<file path="config.mk">
export PLATFORM = sky130hd
export DESIGN_NAME = instruction_buffer
export DESIGN_NICKNAME = d
export VERILOG_FILES = /design/src/rtl/instruction_buffer.sv
export SDC_FILE = /design/constraint.sdc
export NUM_CORES = 1
export LEC_CHECK = 0
export CELL_PAD_IN_SITES_DETAIL_PLACEMENT = 0
export CELL_PAD_IN_SITES_GLOBAL_PLACEMENT = 2
export CORE_ASPECT_RATIO = 0.75
export CORE_MARGIN = 4
export CORE_UTILIZATION = 48
export DETAILED_ROUTE_END_ITERATION = 6
export HOLD_SLACK_MARGIN = 0.12
export PLACE_DENSITY = 0.88
export SETUP_SLACK_MARGIN = 0.05
export SLEW_MARGIN = 20
export SYNTH_ARGS = -nofsm -noshare
export SYNTH_HDL_FRONTEND = slang
export SYNTH_SLANG_ARGS = --single-unit
export TNS_END_PERCENT = 30
</file>
<file path="constraint.sdc">
create_clock -name clk -period 14.35 [get_ports clk]
set_clock_uncertainty 0.05 [all_clocks]
set_input_delay 2.1525 -clock clk [delete_from_list [all_inputs] [get_ports clk]]
set_output_delay 2.1525 -clock clk [all_outputs]
set_load 0.02 [all_outputs]
</file>
<file path="src/rtl/instruction_buffer.sv">
// instruction_buffer: circular fetch-to-decode queue, up to two pushes and one pop per cycle
module instruction_buffer #(
  parameter int DEPTH = 8
) (
  input  logic                     clk,
  input  logic                     reset,
  input  logic [31:0]              instructionA,
  input  logic [31:0]              instructionB,
  input  logic [31:0]              addressA,
  input  logic [31:0]              addressB,
  input  logic                     instructionA_valid,
  input  logic                     instructionB_valid,
  input  logic                     flush,
  output logic                     stall,
  output logic                     issue_valid,
  output logic [31:0]              issue_instruction,
  output logic [31:0]              issue_address,
  input  logic                     issue_ready,
  output logic [$clog2(DEPTH):0]   count
);
  localparam int AW = $clog2(DEPTH);
  localparam int CW = AW + 1;

  logic [31:0]   r_instr [DEPTH];
  logic [31:0]   r_addr  [DEPTH];
  logic [AW-1:0] r_rd, r_wr;
  logic [CW-1:0] r_count;
  logic [AW-1:0] w_wr1;
  logic [CW-1:0] w_npush;
  logic          w_push_a, w_push_b, w_pop;

  // Stall looks only at registered occupancy so the fetcher never sees a combinational loop;
  // two free slots are reserved so a double push can never overflow.
  assign stall             = r_count > CW'(DEPTH - 2);
  assign issue_valid       = r_count != '0;
  assign issue_instruction = r_instr[r_rd];
  assign issue_address     = r_addr[r_rd];
  assign count             = r_count;
  assign w_push_a          = !stall && instructionA_valid && !flush;
  assign w_push_b          = w_push_a && instructionB_valid;
  assign w_pop             = issue_valid && issue_ready && !flush;
  assign w_npush           = CW'(w_push_a) + CW'(w_push_b);
  assign w_wr1             = r_wr + AW'(1);

  // Storage is never reset; entries are only observable once counted as occupied.
  always_ff @(posedge clk) begin
    if (w_push_a) begin
      r_instr[r_wr] <= instructionA;
      r_addr[r_wr]  <= addressA;
    end
    if (w_push_b) begin
      r_instr[w_wr1] <= instructionB;
      r_addr[w_wr1]  <= addressB;
    end
  end

  // Pointers wrap naturally at AW bits; flush discards everything including same-cycle traffic.
  always_ff @(posedge clk or negedge reset) begin
    if (!reset) begin
      r_rd    <= '0;
      r_wr    <= '0;
      r_count <= '0;
    end else if (flush) begin
      r_rd    <= '0;
      r_wr    <= '0;
      r_count <= '0;
    end else begin
      r_rd    <= r_rd + AW'(w_pop);
      r_wr    <= r_wr + w_npush[AW-1:0];
      r_count <= r_count + w_npush - CW'(w_pop);
    end
  end
endmodule

</file>
# [After elaboration in Yosys (flattened, before gate mapping)]
# Memories as Yosys holds them, arrays and structs flattened.
# Index checks and enable logic that the tools add are counted.
[totals] register_bits=10 ram_bits=512 input_bits=134 out_inout_bits=70 word_cells=27 memories=2
[memory_table] memory="r_addr" depth=8 word_bits=32 rd=1 rd_ports_with_merged_regs=0 wr=2 line_no="25" text="logic [31:0] r_addr [DEPTH];"
[memory_table] memory="r_instr" depth=8 word_bits=32 rd=1 rd_ports_with_merged_regs=0 wr=2 line_no="24" text="logic [31:0] r_instr [DEPTH];"
[op_classes] addsub=6 n_lt_le_gt_ge=1 mux=7 reduce_logical=8
[op_table] operator="$mux W3" count=2
[op_table] operator="$logic_and A1 B1 Y1" count=5
[op_table] operator="$add A4 B2 Y4" count=1
[op_table] operator="$gt A4 B3 Y1 const B" count=1
[op_table] operator="$mux W1" count=4
[op_table] operator="$mux W4" count=1
[op_table] operator="$reduce_bool A4 Y1" count=1
[op_table] operator="$sub A4 B1 Y4" count=1
[op_table] operator="$add A3 B1 Y3" count=1
[op_table] operator="$add A3 B1 Y3 const B" count=1
[op_table] operator="$add A3 B2 Y3" count=1
[op_table] operator="$add A1 B1 Y2" count=1
[op_table] operator="$logic_not A1 Y1" count=2

# [Depth between registers and ports, before layout]
[logic_depth] ltp_word=9 mapped_depth=14 mapped_depth_nobuf=13

# [Least setup slack after synthesis]
# OpenSTA, ideal clock, no wires.
[synth_timing] path_kind="in2reg" from="in instructionA_valid" to="mem r_addr[1][0], enable pin" setup_ns=0.507 t_arrival_ns=5.760 t_required_ns=13.793 slack_ns=8.033 cell_stages=4 n_path_buf=1 cell_sequence="nor2b_1 -> nand3_1 -> buf_2 -> a21oi_1"
[synth_lines] element="from (decl)" line_no="11" text="input logic instructionA_valid,"
[synth_lines] element="to (decl)" line_no="25"

# [Final worst setup path]
[layout_timing] from="reg r_rd[0]" to="out issue_instruction[12]"
[layout_via] elab_chain_len=1
[layout_rtl] element="from (decl)" line_no="26" text="logic [AW-1:0] r_rd, r_wr;"
[layout_rtl] element="from (signal assigned)" line_no="68" text="r_rd <= r_rd + AW'(w_pop);"
[layout_rtl] element="$mem_v2 Z8 W32"
[layout_rtl] element="to (decl)" line_no="16" text="output logic [31:0] issue_instruction,"
# Every way passes these cells.

==> impl_metrics.csv <==
group,metric,value,unit
critical_path,crit_end,"issue_instruction[12]",
floorplanning,die_area,58260,µm²
layout,layout.cells.non_filler,2364,
clocking,cts_sinks,522,
critical_path,timing.reg2reg.setup_slack,10.36,ns
synth,netlist-cell-type-count,35,
sta,finalHoldViolCount,0,
sta,fraction_of_the_cycle_the_final_worst_path_needs,0.4377,
placement,dp.final_hpwl,34920,µm
critical_path,reg_to_reg_endpoint,"r_instr[4][9]",
critical_path,path_class,"reg2out",
floorplanning,core_area,53430,µm²
layout,layout-drive-gt1-share,0.4763,
routing,dr.first_iter.drc_count,1163,
grt,overflow,0,
grt,antenna_violations_before_repair,11,
layout,postLayoutCoreUtil,0.5707,
synth,synth_edf_count,512,
placement,port-buffer-count,203,
routing,routedWlPerCell,27.89,µm
floorplanning,placement_rows,73,
layout,commonest_cells_after_routing_fill_and_taps_aside,"540 x sky130_fd_sc_hd__mux2_2, 512 x sky130_fd_sc_hd__edfxtp_1, 203 x sky130_fd_sc_hd__clkdlybuf4s50_1",
synth,postSynthNetCount,1557,
sta,timing.hold.ws,0.6566,ns
routing,detail_route.first_pass.iterations,5,
floorplanning,num_io_pins,204,
power_and_ir_drop,p_leak,9.667,nW
clocking,clock_path_buffers,3,
layout,final_nets,1757,
sta,max_slew_margin,0.2497,
clocking,cts_inserted_buffers,52,
status,run_status,"completed",
grt,via_count_of_the_first_global_routing_pass,15050,
sta,grt_setup_unrepaired,"false",
synth,mappedNetlistArea,26120,µm²
clocking,clock-root-buffer,"sky130_fd_sc_hd__clkbuf_16",
synth,share_of_synthesized_flip_flops_with_an_asynchronous_set_or_reset,0.01916,
placement,number_of_placed_instances_taps_included,2268,
flow_run,cap_violations,0,
sta,timing.final.crit_period,6.281,ns
power_and_ir_drop,vdd_drop_max,85.54,µV
synth,synth_top_flop_cell,"sky130_fd_sc_hd__edfxtp_1",
layout,layout_commonest_cell,"sky130_fd_sc_hd__mux2_2",
synth,synthCells,1410,
clocking,post_cts_resized,0,
routing,avgViaCountPerCell,6.011,
clocking,clk_pin_slew_worst_paths,0.07,ns
power_and_ir_drop,cellPowerDensity,122.4,nW/µm²
synth,synth.yosys.seq_area_share,0.5981,
floorplanning,starting_density_of_the_core,0.4889,
critical_path,worst_setup_path_startpoint,"r_rd[0]",
hold_path,hold_path_class,"reg2reg",
grt,globalRouteTotalUtil,0.2233,
critical_path,cp.required,12.15,ns
floorplanning,die_h,210.0,µm
placement,gpl.final_weighted_congestion,0.7410,
sta,worst_slew_pin_slew,1.122,ns
critical_path,cp_data_arrival_time,4.08,ns
critical_path,critical_path.startpoint_type,"flop",
sta,slew_viols_final,0,
sta,fin_setup_tns,0,ns
layout,area_growth_syn_to_layout,16.73,%
grt,first_pass_grt_wire_length,98440,µm
layout,post-route-cell-area,30490,µm²
clocking,cts-hold-fix-buffers,0,
synth,postSynthAreaPerCell,18.53,µm²
routing,drt-total-wl,65930,µm
clocking,tritoncts_clock_tree,"yes",
clocking,post_cts.repair.setup_buffers,0,
sta,max_clock_freq,159.2,MHz
critical_path,critPathCaptureType,"output pin",
critical_path,regToRegStartpoint,"r_wr[0]",
critical_path,biggest_fanout_along_the_worst_timing_path,45,
floorplanning,die_x,277.4,µm
clocking,ctsHtreeMaxLevel,2,
routing,num_vias,14210,
routing,route.detailed.drc,0,
grt,grt_max_degree,64,
routing,postRouteAntennaNets,0,
clocking,clk_latency,0.59,ns
sta,finalSetupViolCount,0,
placement,placedInstanceArea,28960,µm²
synth,yosysWarnings,0,
critical_path,r2r.worst_path.cells,6,
synth,postSynthRegisterBits,522,
[through the flow]
stage | worst slack [ns] | total power, W
floorplan | 8.033 | 0.002234
detailed placement | 8.129 | 0.002506
global route | 7.736 | 0.003876
CTS | 7.909 | 0.003769
global placement | 8.204 | 0.002497
finish | 8.069 | 0.003732
[worst max-delay path, cell delays in order (launching register included)]
cell and delay, ns:
sky130_fd_sc_hd__dfrtp_4 1.07, sky130_fd_sc_hd__buf_4 0.85, sky130_fd_sc_hd__mux4_2 0.62, sky130_fd_sc_hd__mux2_2 0.30, sky130_fd_sc_hd__clkdlybuf4s50_1 0.55
[how the worst min path moves through the flow]
stage,end,startpoint,slack [ns],cells past startpoint
after floorplan,r_rd[0],r_rd[0],0.55,2
after global placement,count[0],count[0],0.61,2
after detailed placement,count[0],count[0],0.65,2
after CTS,count[0],count[0],0.66,2
after global routing,count[0],count[0],0.71,2
final,count[0],count[0],0.66,2
[synthesized netlist by cell type (2+ instances only)]
library cell	count	area, µm²
sky130_fd_sc_hd__xnor2_1	4	35.03
sky130_fd_sc_hd__a31oi_1	2	12.51
sky130_fd_sc_hd__mux2_2	540	6081
sky130_fd_sc_hd__nor3_1	2	10.01
sky130_fd_sc_hd__nand3b_1	4	30.03
sky130_fd_sc_hd__dfrtp_1	10	250.2
sky130_fd_sc_hd__a21oi_1	6	30.03
sky130_fd_sc_hd__buf_6	6	67.56
sky130_fd_sc_hd__xor2_1	2	17.52
sky130_fd_sc_hd__nand2_1	7	26.28
sky130_fd_sc_hd__nand3_1	6	30.03
sky130_fd_sc_hd__edfxtp_1	512	15370
sky130_fd_sc_hd__inv_1	11	41.29
sky130_fd_sc_hd__ha_1	11	137.6
sky130_fd_sc_hd__nand4_1	3	18.77
sky130_fd_sc_hd__mux4_2	128	2883
sky130_fd_sc_hd__buf_2	56	280.3
sky130_fd_sc_hd__nor2b_1	6	37.54
sky130_fd_sc_hd__nand4b_1	2	17.52
sky130_fd_sc_hd__fa_1	2	40.04
sky130_fd_sc_hd__nor2_1	13	48.80
sky130_fd_sc_hd__buf_1	2	7.510
sky130_fd_sc_hd__mux2_1	36	405.4
sky130_fd_sc_hd__clkbuf_1	25	93.84
sky130_fd_sc_hd__nor3_4	4	65.06
[per-layer routing]
| metal | routed length (µm) | global-route usage | part of all wire |
|---|---|---|---|
| met1 | 28630 | 0.3104 | 0.43 |
| met2 | 32200 | 0.3725 | 0.49 |
| met3 | 3794 | 0.04086 | 0.058 |
| met4 | 1091 | 0.04811 | 0.017 |
| met5 | 207 | 0.01202 | 0.0031 |
[area by class of cell]
| cell class | count | area (µm²) |
|---|---|---|
| diodes | 4 | 10.01 |
| flip-flops and latches | 522 | 15640 |
| fillers | 4118 | 22940 |
| repair buffers | 236 | 2280 |
| inverters | 11 | 41.29 |
| multi-input cells | 787 | 10110 |
| clock inverters | 29 | 158.9 |
| well taps | 712 | 890.9 |
| clock buffers | 63 | 1364 |
[kinds of logic after synthesis]
kind of cell | Yosys count | share of synthesized area
AOI/OAI and AO/OA | 11 | 0.002635
DFF | 522 | 0.5981
and+or+nand+nor | 53 | 0.01269
buffers and inverters | 101 | 0.01906
adders and majority gates | 13 | 0.006801
xor gates and xnor gates | 6 | 0.002012
muxes | 704 | 0.3587
[power by group]
group	internal, W	switching (W)	total, W
Combinational	0.000367	0.000328	0.000695
Clock	0.000689	0.000575	0.00126
Sequential	0.00173	0.0000374	0.00177
Total	0.00279	0.000941	0.00373
[registers in the layout (all words and copies together), names as in the netlist]
| signal | count |
|---|---|
| r_addr | 256 |
| r_instr | 256 |
| count | 4 |
| r_rd | 3 |
| r_wr | 3 |
Note: power is estimated with default switching activity, not from simulation.
